### src/rtl/timer_bank_pkg.sv
// Shared register map and CTRL bit layout for the timer bank.
package timer_bank_pkg;

  localparam int unsigned CH_STRIDE = 16;
  localparam int unsigned CTRL_W    = 3;

  localparam logic [3:0] TH_OFF   = 4'h0;
  localparam logic [3:0] TL_OFF   = 4'h4;
  localparam logic [3:0] CTRL_OFF = 4'h8;

  localparam logic [7:0] PEND_OFF  = 8'h80;
  localparam logic [7:0] GIE_OFF   = 8'h84;
  localparam logic [7:0] PRESC_OFF = 8'h88;

  localparam int unsigned EN_B = 0;
  localparam int unsigned IE_B = 1;
  localparam int unsigned OS_B = 2;

endpackage

### src/rtl/timer_channel.sv
// One up-counting timer: reload (TH), live count (TL), CTRL, and a combinational overflow strobe.
module timer_channel
  import timer_bank_pkg::*;
#(
  parameter int unsigned CNT_W = 32
) (
  input  logic              clk,
  input  logic              reset,
  input  logic              tick_i,
  input  logic              th_we_i,
  input  logic              tl_we_i,
  input  logic              ctrl_we_i,
  input  logic [CNT_W-1:0]  wdata_i,
  output logic [CNT_W-1:0]  th_o,
  output logic [CNT_W-1:0]  tl_o,
  output logic [CTRL_W-1:0] ctrl_o,
  output logic              ovf_o
);

  logic [CNT_W-1:0]  th_q, th_d, tl_q, tl_d;
  logic [CTRL_W-1:0] ctrl_q, ctrl_d;
  logic              run;

  always_comb begin
    // A CTRL write that clears EN freezes the counter on that very edge.
    run    = ctrl_q[EN_B] & tick_i & ~(ctrl_we_i & ~wdata_i[EN_B]);
    ovf_o  = run & (&tl_q);
    th_d   = th_we_i ? wdata_i : th_q;
    tl_d   = tl_q;
    ctrl_d = ctrl_q;
    if (run) begin
      tl_d = ovf_o ? th_q : tl_q + {{(CNT_W-1){1'b0}}, 1'b1};
    end
    if (ovf_o && ctrl_q[OS_B]) begin
      ctrl_d[EN_B] = 1'b0;
    end
    if (tl_we_i) begin
      tl_d = wdata_i;
    end
    if (ctrl_we_i) begin
      ctrl_d = wdata_i[CTRL_W-1:0];
    end
  end

  always_ff @(posedge clk or negedge reset) begin
    if (!reset) begin
      th_q   <= '0;
      tl_q   <= '0;
      ctrl_q <= '0;
    end else begin
      th_q   <= th_d;
      tl_q   <= tl_d;
      ctrl_q <= ctrl_d;
    end
  end

  assign th_o   = th_q;
  assign tl_o   = tl_q;
  assign ctrl_o = ctrl_q;

endmodule

### src/rtl/timer_bank.sv
// Memory-mapped bank of N_CH timers with W1C pending flags and a global interrupt enable.
// Define TIMER_BANK_PRESCALE_EN to add the shared PRESC count-enable prescaler at +0x88.
module timer_bank
  import timer_bank_pkg::*;
#(
  parameter int unsigned N_CH      = 4,
  parameter int unsigned CNT_W     = 32,
  parameter logic [31:0] BASE_ADDR = 32'h40000100
) (
  input  logic            clk,
  input  logic            reset,
  input  logic            rd,
  input  logic            wr,
  input  logic [31:0]     addr,
  input  logic [31:0]     wdata,
  output logic [31:0]     rdata,
  output logic            irqout,
  output logic [N_CH-1:0] ch_tick
);

  logic [31:0]       off;
  logic [3:0]        reg_off;
  logic              in_ch;
  logic [N_CH-1:0]   ch_sel, th_we, tl_we, ctrl_we, ovf_v, ie_v;
  logic [N_CH-1:0]   pend_q, pend_d, tick_q;
  logic              gie_q, gie_d;
  logic              tick;
  logic [CNT_W-1:0]  th_v [N_CH];
  logic [CNT_W-1:0]  tl_v [N_CH];
  logic [CTRL_W-1:0] ctrl_v [N_CH];

  assign off     = addr - BASE_ADDR;
  assign reg_off = off[3:0];
  assign in_ch   = off < 32'(CH_STRIDE * N_CH);

  always_comb begin
    ch_sel = '0;
    th_we  = '0;
    tl_we  = '0;
    ctrl_we = '0;
    ie_v   = '0;
    for (int c = 0; c < N_CH; c++) begin
      ch_sel[c]  = in_ch && (off[6:4] == 3'(c));
      th_we[c]   = wr && ch_sel[c] && (reg_off == TH_OFF);
      tl_we[c]   = wr && ch_sel[c] && (reg_off == TL_OFF);
      ctrl_we[c] = wr && ch_sel[c] && (reg_off == CTRL_OFF);
      ie_v[c]    = ctrl_v[c][IE_B];
    end
  end

  for (genvar g = 0; g < N_CH; g++) begin : g_ch
    timer_channel #(
      .CNT_W(CNT_W)
    ) u_ch (
      .clk      (clk),
      .reset    (reset),
      .tick_i   (tick),
      .th_we_i  (th_we[g]),
      .tl_we_i  (tl_we[g]),
      .ctrl_we_i(ctrl_we[g]),
      .wdata_i  (wdata[CNT_W-1:0]),
      .th_o     (th_v[g]),
      .tl_o     (tl_v[g]),
      .ctrl_o   (ctrl_v[g]),
      .ovf_o    (ovf_v[g])
    );
  end

`ifdef TIMER_BANK_PRESCALE_EN
  logic [15:0] presc_q, presc_d, pcnt_q, pcnt_d;

  always_comb begin
    tick    = (pcnt_q == presc_q);
    presc_d = presc_q;
    pcnt_d  = tick ? 16'd0 : pcnt_q + 16'd1;
    if (wr && (off == 32'(PRESC_OFF))) begin
      presc_d = wdata[15:0];
      pcnt_d  = 16'd0;
    end
  end

  always_ff @(posedge clk or negedge reset) begin
    if (!reset) begin
      presc_q <= '0;
      pcnt_q  <= '0;
    end else begin
      presc_q <= presc_d;
      pcnt_q  <= pcnt_d;
    end
  end
`else
  assign tick = 1'b1;
`endif

  always_comb begin
    gie_d  = gie_q;
    pend_d = pend_q;
    if (wr && (off == 32'(PEND_OFF))) begin
      pend_d = pend_q & ~wdata[N_CH-1:0];
    end
    if (wr && (off == 32'(GIE_OFF))) begin
      gie_d = wdata[0];
    end
    // Overflow is applied after the W1C so that a set on the same edge wins.
    pend_d = pend_d | ovf_v;
  end

  always_ff @(posedge clk or negedge reset) begin
    if (!reset) begin
      pend_q <= '0;
      gie_q  <= 1'b0;
      tick_q <= '0;
    end else begin
      pend_q <= pend_d;
      gie_q  <= gie_d;
      tick_q <= ovf_v;
    end
  end

  always_comb begin
    rdata = '0;
    if (rd) begin
      for (int c = 0; c < N_CH; c++) begin
        if (ch_sel[c]) begin
          case (reg_off)
            TH_OFF:   rdata = 32'(th_v[c]);
            TL_OFF:   rdata = 32'(tl_v[c]);
            CTRL_OFF: rdata = 32'(ctrl_v[c]);
            default:  rdata = '0;
          endcase
        end
      end
      if (off == 32'(PEND_OFF)) rdata = 32'(pend_q);
      if (off == 32'(GIE_OFF))  rdata = {31'd0, gie_q};
`ifdef TIMER_BANK_PRESCALE_EN
      if (off == 32'(PRESC_OFF)) rdata = {16'd0, presc_q};
`endif
    end
  end

  assign irqout  = gie_q & |(pend_q & ie_v);
  assign ch_tick = tick_q;

endmodule

### config.mk
export PLATFORM = sky130hd
export DESIGN_NAME = timer_bank
export DESIGN_NICKNAME = d
export VERILOG_FILES = /design/src/rtl/timer_bank_pkg.sv /design/src/rtl/timer_channel.sv /design/src/rtl/timer_bank.sv
export SDC_FILE = /design/constraint.sdc
export NUM_CORES = 1
export LEC_CHECK = 0
export BUFFER_PORTS_ARGS = -buffer_cell sky130_fd_sc_hd__buf_2
export CAP_MARGIN = 20
export CORE_UTILIZATION = 60
export CTS_BUF_LIST = sky130_fd_sc_hd__clkbuf_8
export CTS_CLUSTER_SIZE = 12
export DETAILED_ROUTE_END_ITERATION = 6
export PLACE_DENSITY = 0.79
export SYNTH_ARGS = -nofsm -noshare
export SYNTH_HDL_FRONTEND = slang
export SYNTH_SLANG_ARGS = --single-unit
### constraint.sdc
create_clock -name clk -period 6.3 [get_ports clk]
set_input_delay 1.26 -clock clk [delete_from_list [all_inputs] [get_ports clk]]
set_output_delay 1.26 -clock clk [all_outputs]
set_load 0.01 [all_outputs]
==> results by group, run 1 <==
Outcome
  – Status: finished, final reports clean

Die
  – Core area: 28900 sq um
  – Die X: 174 microns
  – Die area: 30100 sq um
  – Die Height: 174 microns
  – Site Rows: 62
  – Initial core utilization: 0.612
  – I/O Pins: 105

Final layout
  – Highest-count cells in the layout ignoring fill and taps: dfrtp_1 (277), nor2_1 (190), a21oi_1 (135)
  – Ratio of cells with drive above 1 in the final layout: 0.194
  – Final Non-Filler Cells: 2365
  – Nets: 2022
  – Area Growth Syn to Fin: 9.84%
  – Fillers: 2350
  – Finished layout cell area: 19400 sq um
  – Commonest non-fill, non-tap cell in the layout: dfrtp_1
  – Ant. Diodes: 0

Global routing
  – Vias in the first global route: 15.5k
  – Largest net degree at the start of global routing: 171
  – GRT Total Usage: 0.384
  – Antenna violations before repair: 0
  – First-pass GRT wire length: 90.0 mm
  – Grt total ovfl: 0

Drt
  – Post-route ant nets: 0
  – Routed wire per std cell: 24.4 microns
  – Iter 0 DRT Violations: 1963
  – Vias: 16.2k
  – Routed Wire Length: 57.6 mm
  – Via density: 6.83
  – DRC: 0
  – DR pass1 iterations: 5

STA
  – Max Slew Vio Count: 0
  – Post-route minimum period: 5.67 ns
  – Setup Skew: 0.0248 ns
  – Slew HR: 0.281
  – Crit share post-route: 0.901
  – Maximum clock rate: 176 MHz
  – Unrepaired setup endpoints after global routing: no
  – Slew @ Worst Pin: 1.08 ns
  – Final setup vio count: 0
  – Setup TNS: 0 ns
  – Final number of hold-violating endpoints: 0

CTS
  – # clock sinks: 277
  – Post-CTS setup buffers: 0
  – Worst-path clk slew: 0.07 ns
  – CTS tree: built
  – CTS Root Cell: clkbuf_8
  – Post-CTS Hold Buffers: 0
  – Max H-tree Level: 2
  – CTS max path bufs: 3
  – PostCTS Resize Cnt: 0
  – Clk Latency, worst-skew pair: 0.58 ns
  – CTS Buf Count: 49

Synthesis
  – Mapped Area: 17700 sq um
  – Post-synth top area share: 0.392
  – Seq/Total Area, Yosys: 0.392
  – Dominant cells by area after synthesis: dfrtp_1 (39%), mux2_2 (8.2%), mux2i_1 (6.0%)
  – Number of distinct library cells after synthesis: 77
  – Synth Area in Compound Gates: 0.153
  – Avg Inst Size Synth: 9.36 sq um
  – Syn Inst Count: 1887
  – Largest family of logic cells by synthesized area: simple AND/OR/NAND/NOR gates
  – Mapped Nets: 1959
  – Post-Synth Adder-Cell Area: 0.00283
  – Number of flops mapped to enable cells by yosys: 0
  – Synth area leader: dfrtp_1
  – Yosys reg bits: 277
  – Post-synthesis mux area share: 0.168
  – Synth Area in XOR/XNOR: 0.0545
  – Post-synth top flop: dfrtp_1
  – Post-synthesis async set-or-reset flop share: 1.00
  – Simple-gate share of the synthesized area: 0.192
  – Synth warn: 0

Power
  – Comb power frac: 0.056
  – Clock network power share: 0.458
  – Cell Pwr Density: 189 nW/um^2
  – Seq pwr share: 0.486
  – Final Total Pwr: 3.66 mW
  – LEAKAGE: 8.86 nW
  – Switching Share: 0.250
  – Max VDD drop: 0.151 mV
  – Internal: 2.75 mW
  – Net switching power: 0.916 mW

Setup path
  – CP endpoint kind: output pin
  – Critical path required time: 5.04 ns
  – Startpoint Class: input port
  – Setup CP Type: in -> out
  – CP Data Arrival Time: 4.41 ns
  – Critical Path Fanout Max: 28

Hold path
  – Worst hold path type: reg -> reg

Placement
  – IO buf count: 104
  – Placed cells: 2282
  – Gp weighted congestion: 0.949
  – Dpl cell area: 18400 sq um
  – Dpl hpwl: 39.0 mm

Flow run
  – Max Cap Viol: 0
==> final cells by class <==
type	count	area (sq um)	area share
clock buffers	62	853	0.0440
clock inverters	20	111	0.00574
inverters	14	52.6	0.00271
multi-input cells	1469	10100	0.523
flip-flops and latches	277	6930	0.357
well taps	384	480	0.0248
repair buffers	139	832	0.0429
==> kinds of logic after synthesis <==
group                    Yosys count
XOR/XNOR                         110
AO/OA/AOI/OAI                    425
buffers and inverters            141
flip-flops                       277
multiplexers                     274
adder cells (fa/ha/maj)            4
AND/OR/NAND/NOR                  656
==> worst paths after layout <==
check,from,slack (ns),cells past startpoint,to
worst max-delay path,addr[24],0.63,12,rdata[12]
worst min-delay path,g_ch[3].u_ch.th_o[20]$_DFFE_PN0P_,0.50,2,g_ch[3].u_ch.tl_o[20]$_DFFE_PN0P_
worst max register to register,g_ch[0].u_ch.tl_o[0]$_DFFE_PN0P_,2.10,9,g_ch[0].u_ch.tl_o[13]$_DFFE_PN0P_
worst min register to register,g_ch[3].u_ch.th_o[20]$_DFFE_PN0P_,0.50,2,g_ch[3].u_ch.tl_o[20]$_DFFE_PN0P_
max in group asynchronous,reset,4.15,2,g_ch[2].u_ch.th_o[21]$_DFFE_PN0P_
min in group asynchronous,reset,0.72,1,g_ch[3].u_ch.th_o[3]$_DFFE_PN0P_
==> power groups by stage <==
| stage | registers [mW] | logic (mW) | clock network [mW] |
|---|---|---|---|
| finish | 1.78 | 0.204 | 1.68 |
| global route | 1.78 | 0.216 | 1.78 |
| CTS | 1.78 | 0.199 | 1.68 |
| detailed placement | 1.81 | 0.198 | 0 |
| global placement | 1.81 | 0.198 | 0 |
| floorplan | 1.81 | 0.0743 | 0 |
==> synth_stat cells (all sizes together), types with 57 or more instances <==
master / n
nor2: 195
mux2: 167
o21ai: 126
buf: 70
clkbuf: 57
nand3: 78
nor3: 73
dfrtp: 277
a22oi: 70
nand2: 119
mux2i: 106
xnor2: 64
a21oi: 137
==> flip-flops by register name, summed over array words and instances (netlist names) <==
name and count:
g_ch.u_ch.tl_o 128, ch_tick 4, gie_q 1, g_ch.u_ch.th_o 128
g_ch.u_ch.ctrl_o 12, pend_q 4
==> metal layers <==
layer / global-route usage / share of wire / vias to the layer above
met5: 0 / 0 / -
met4: 0.140 / 0.032 / 0
met3: 0.0875 / 0.11 / 161
met2: 0.581 / 0.45 / 908
met1: 0.539 / 0.40 / 7976
li1: - / - / 7109
==> critical path: stages <==
cell and delay (ns):
buf_2 0.10, nor4_1 0.30, nand4_1 0.20, a2111oi_4 0.45
o21a_1 0.58, buf_4 0.30, nand4_4 0.08, buf_4 0.30
nor2_1 0.15, nor4_1 0.06, nor3_1 0.39, buf_2 0.23
==> per-stage QoR <==
step                      hold slack, ns   util  setup WS (ns)
final                              0.501  0.672          0.625
after global routing               0.531  0.672          0.481
after CTS                          0.501  0.671          0.731
after detailed placement           0.487  0.638          0.751
after global placement             0.473  0.638          0.778
after floorplan                    0.455      -           1.61
No activity file was read; power rests on OpenSTA's default activity.
==> run 2, diff against run 1 <==
- CELL_PAD_IN_SITES_DETAIL_PLACEMENT: not set -> 1
- CELL_PAD_IN_SITES_GLOBAL_PLACEMENT: not set -> 2
- CORE_UTILIZATION: 60 -> 44
- PLACE_DENSITY: 0.79 -> not set
- PLACE_DENSITY_LB_ADDON: not set -> 0.1
==> run 2 against run 1 <==
Cell count increased by 6.8%. Sequential share of layout area decreased by 0.67 points. Via count decreased by 0.66%. Final area increased by 1.9%. Combinational power increased by 6%. Clock power increased by 11%. Highest routed layer unchanged. Global-route usage decreased by 4.7 points. Sequential cell count unchanged. First-iteration DRC count decreased by 40%. Register-to-register slack improved by 0.17 ns.
==> results by group, run 2 (synthesis results as in run 1) <==
Die
  – Die X: 202 microns
  – I/O Pins: 105
  – Site Rows: 73
  – Die Height: 202 microns
  – Die area: 41000 sq um
  – Core area: 39600 sq um
  – Initial core utilization: 0.446

CTS
  – CTS Buf Count: 54
  – CTS max path bufs: 3
  – PostCTS Resize Cnt: 0
  – CTS tree: built
  – Post-CTS Hold Buffers: 0
  – Worst-path clk slew: 0.05 ns
  – Post-CTS setup buffers: 0
  – Max H-tree Level: 2
  – # clock sinks: 277
  – Clk Latency, worst-skew pair: 0.67 ns
  – CTS Root Cell: clkbuf_8

Power
  – Final Total Pwr: 3.86 mW
  – LEAKAGE: 8.99 nW
  – Cell Pwr Density: 195 nW/um^2
  – Max VDD drop: 0.138 mV

Placement
  – Gp weighted congestion: 0.917
  – IO buf count: 104
  – Dpl hpwl: 46.7 mm

STA
  – Setup Skew: 0.0322 ns
  – Setup TNS: 0 ns
  – Slew HR: 0.245
  – Post-route minimum period: 5.75 ns
  – Slew @ Worst Pin: 1.13 ns
  – Unrepaired setup endpoints after global routing: no
  – Crit share post-route: 0.912
  – Final number of hold-violating endpoints: 0
  – Maximum clock rate: 174 MHz
  – Max Slew Vio Count: 0
  – Final setup vio count: 0

Final layout
  – Commonest non-fill, non-tap cell in the layout: dfrtp_1
  – Fillers: 4531
  – Nets: 2031
  – Ant. Diodes: 0
  – Area Growth Syn to Fin: 11.9%
  – Highest-count cells in the layout ignoring fill and taps: dfrtp_1 (277), nor2_1 (189), a21oi_1 (135)
  – Ratio of cells with drive above 1 in the final layout: 0.198

Flow run
  – Max Cap Viol: 0

Setup path
  – Crit path buf inv count: 3
  – Critical path required time: 5.04 ns
  – CP most frequent cell: buf_2
  – Critical Path Fanout Max: 28
  – Cells on worst reg2reg path: 8
  – Startpoint Class: input port
  – WP depth: 11
  – Critical path cell sequence: buf_2, nor3_2, nand4_2, a2111oi_4, o21a_1, buf_4, nand4_4, nor2_1, nor4_1, nor3_1, buf_2
  – CP Data Arrival Time: 4.49 ns
  – Max incr delay on CP: 0.53 ns
  – Crit path max-delay family: simple AND/OR/NAND/NOR gates
  – Setup CP Type: in -> out
  – CP endpoint kind: output pin
  – Worst-path cell with the longest stage delay: nand4_4

Drt
  – Via density: 6.35
  – Vias: 16.0k
  – DR pass1 iterations: 5
  – Routed Wire Length: 68.3 mm
  – Routed wire per std cell: 27.0 microns
  – Iter 0 DRT Violations: 1185
  – Post-route ant nets: 0
  – DRC: 0

Global routing
  – Antenna violations before repair: 0
  – First-pass GRT wire length: 105 mm
  – Grt total ovfl: 0
  – Vias in the first global route: 16.5k
  – GRT Total Usage: 0.336
  – Largest net degree at the start of global routing: 139

Hold path
  – Hold depth: 1
  – Worst hold path type: reg -> reg

Outcome
  – Status: finished, final reports clean
[run 2: layer usage]
| metal | GRT usage | up-vias | share of wire |
|---|---|---|---|
| li1 | - | 7125 | - |
| met1 | 0.481 | 8335 | 0.46 |
| met2 | 0.524 | 480 | 0.46 |
| met3 | 0.0472 | 108 | 0.056 |
| met4 | 0.107 | 0 | 0.025 |
| met5 | 0 | - | 0 |
[run 2: path summary, 6_finish.rpt]
path | startpoint | to | slack (ns)
worst max register to register | g_ch[2].u_ch.tl_o[2]$_DFFE_PN0P_ | g_ch[2].u_ch.tl_o[25]$_DFFE_PN0P_ | 2.27
worst min-delay path | g_ch[3].u_ch.th_o[3]$_DFFE_PN0P_ | g_ch[3].u_ch.th_o[3]$_DFFE_PN0P_ | 0.52
max in group asynchronous | reset | g_ch[3].u_ch.tl_o[15]$_DFFE_PN0P_ | 4.34
worst max-delay path | addr[19] | rdata[31] | 0.55
min in group asynchronous | reset | ch_tick[1]$_DFF_PN0_ | 0.59
worst min register to register | g_ch[3].u_ch.th_o[3]$_DFFE_PN0P_ | g_ch[3].u_ch.th_o[3]$_DFFE_PN0P_ | 0.52
[run 2: area by class of cell]
cell class,instances,area (sq um),share of cell area
Inverter,14,52.6,0.00266
Sequential cell,277,6930,0.351
Multi-Input combinational cell,1469,10200,0.513
Tap cell,525,657,0.0332
Timing Repair Buffer,143,887,0.0449
Clock buffer,68,936,0.0473
Clock inverter,31,158,0.00797
[run 2: stage by stage]
stage / utilization / hold slack, ns / cell area (sq um) / setup slack, ns / cells
after global placement: 0.470 / 0.476 / 18600 / 0.571 / 2426
after global routing: 0.499 / 0.545 / 19800 / 0.400 / 2527
final: 0.499 / 0.516 / 19800 / 0.554 / 2527
after floorplan: - / 0.455 / 17700 / 1.61 / 1887
after CTS: 0.499 / 0.515 / 19800 / 0.564 / 2527
after detailed placement: 0.471 / 0.498 / 18700 / 0.584 / 2428
[run 2: report_power, final]
group / total [mW] / switching (mW) / leakage [nW] / internal, mW
clock: 1.87 / 0.861 / 0.656 / 1.01
sequential: 1.78 / 0.00000975 / 3.71 / 1.78
combinational: 0.216 / 0.165 / 4.62 / 0.0505
total: 3.86 / 1.03 / 8.99 / 2.84
==> run 3, diff against run 2 <==
- PLACE_DENSITY: not set -> 0.93
- PLACE_DENSITY_LB_ADDON: 0.1 -> not set
- SETUP_SLACK_MARGIN: not set -> 0.4
==> run 3 against run 2 <==
Sequential power about the same. Clock skew fell by 0.0078 ns. Largest power group is now registers. Core utilization fell by 0.24 points. Die area did not move. Via count grew 2.3%.
==> results by group, run 3 (synthesis results as in run 1) <==
CTS
  – # clock sinks: 277
  – CTS Root Cell: clkbuf_8
  – CTS Buf Count: 52
  – Post-CTS Hold Buffers: 0
  – CTS max path bufs: 3
  – Max H-tree Level: 2
  – CTS tree: built
  – Clk Latency, worst-skew pair: 0.66 ns
  – PostCTS Resize Cnt: 0
  – Post-CTS setup buffers: 0
  – Worst-path clk slew: 0.06 ns

Drt
  – Routed Wire Length: 68.8 mm
  – DRC: 0
  – DR pass1 iterations: 5
  – Post-route ant nets: 0
  – Vias: 16.4k
  – Via density: 6.52
  – Routed wire per std cell: 27.3 microns
  – Iter 0 DRT Violations: 1286

Final layout
  – Highest-count cells in the layout ignoring fill and taps: dfrtp_1 (277), nor2_1 (190), a21oi_1 (134)
  – Nets: 2033
  – Ant. Diodes: 0
  – Area Growth Syn to Fin: 11.4%
  – Commonest non-fill, non-tap cell in the layout: dfrtp_1
  – Ratio of cells with drive above 1 in the final layout: 0.199

Power
  – Cell Pwr Density: 189 nW/um^2
  – Max VDD drop: 0.135 mV
  – LEAKAGE: 8.92 nW

STA
  – Unrepaired setup endpoints after global routing: no
  – Slew @ Worst Pin: 1.17 ns
  – Maximum clock rate: 172 MHz
  – Post-route minimum period: 5.82 ns
  – Max Slew Vio Count: 0
  – WHS: 0.504 ns
  – Final setup vio count: 0
  – Setup TNS: 0 ns
  – Setup Skew: 0.0245 ns
  – Slew HR: 0.212
  – Final number of hold-violating endpoints: 0
  – Crit share post-route: 0.923

Global routing
  – Grt total ovfl: 0
  – GRT Total Usage: 0.335
  – First-pass GRT wire length: 105 mm
  – Largest net degree at the start of global routing: 118
  – Antenna violations before repair: 2
  – Vias in the first global route: 17.2k

Die
  – Die area: 41000 sq um
  – I/O Pins: 105
  – Die X: 202 microns
  – Die Height: 202 microns
  – Initial core utilization: 0.446
  – Site Rows: 73
  – Core area: 39600 sq um

Flow run
  – Max Cap Viol: 0

Setup path
  – Critical Path Fanout Max: 22
  – Cells on worst reg2reg path: 9
  – CP Data Arrival Time: 4.56 ns
  – Startpoint Class: input port
  – Critical path required time: 5.04 ns
  – Setup CP Type: in -> out
  – CP endpoint kind: output pin

Placement
  – IO buf count: 104
  – Gp weighted congestion: 0.954
  – Dpl hpwl: 47.1 mm

Hold path
  – Worst hold path type: in -> async

Outcome
  – Status: finished, final reports clean
-- run 3: layout make-up --
type / instances / area [sq um]
clock inverters: 25 / 109
flip-flops and latches: 277 / 6930
inverters: 14 / 52.6
fillers: 4576 / 20000
clock buffers: 63 / 867
multi-input cells: 1470 / 10200
repair buffers: 146 / 890
well taps: 525 / 657
-- run 3: final timing paths --
path / from / to / slack [ns]
min in group clk: pend_q[0]$_DFF_PN0_ / pend_q[0]$_DFF_PN0_ / 0.51
setup reg to reg: g_ch[0].u_ch.tl_o[2]$_DFFE_PN0P_ / g_ch[0].u_ch.tl_o[13]$_DFFE_PN0P_ / 2.21
hold reg to reg: pend_q[0]$_DFF_PN0_ / pend_q[0]$_DFF_PN0_ / 0.51
setup / recovery: addr[24] / rdata[31] / 0.48
hold / removal: reset / g_ch[2].u_ch.th_o[4]$_DFFE_PN0P_ / 0.50
max in group asynchronous: reset / g_ch[2].u_ch.tl_o[9]$_DFFE_PN0P_ / 4.63
-- run 3: metal layers --
| metal | wire (microns) | global-route usage |
|---|---|---|
| met5 | 0 | 0 |
| met4 | 2960 | 0.162 |
| met3 | 4790 | 0.0606 |
| met2 | 32300 | 0.530 |
| met1 | 28800 | 0.442 |
-- run 3: per-stage QoR --
stage                     power [mW]  setup WS [ns]  cells  cell area (sq um)   util
after floorplan                 1.89           1.61   1887              17700      -
after global placement          2.02          0.664   2430              18700  0.471
after detailed placement        2.02          0.485   2430              18700  0.471
after CTS                       3.74          0.494   2518              19600  0.496
after global routing            3.82          0.462   2520              19700  0.496
final                           3.73          0.483   2520              19700  0.496
-- run 3: worst max-delay path: stages --
cell and delay [ns]:
buf_2 0.10, nor4_1 0.30, nand4_1 0.20, a2111oi_4 0.46
o21a_2 0.52, nand4_4 0.55, nor2_1 0.26, nor4_1 0.07
nor3_1 0.56, buf_2 0.25
-- run 3: where the power goes --
| part | switching (mW) | internal (mW) |
|---|---|---|
| combinational | 0.161 | 0.0515 |
| clock | 0.841 | 0.895 |
| sequential | 0.00000952 | 1.78 |
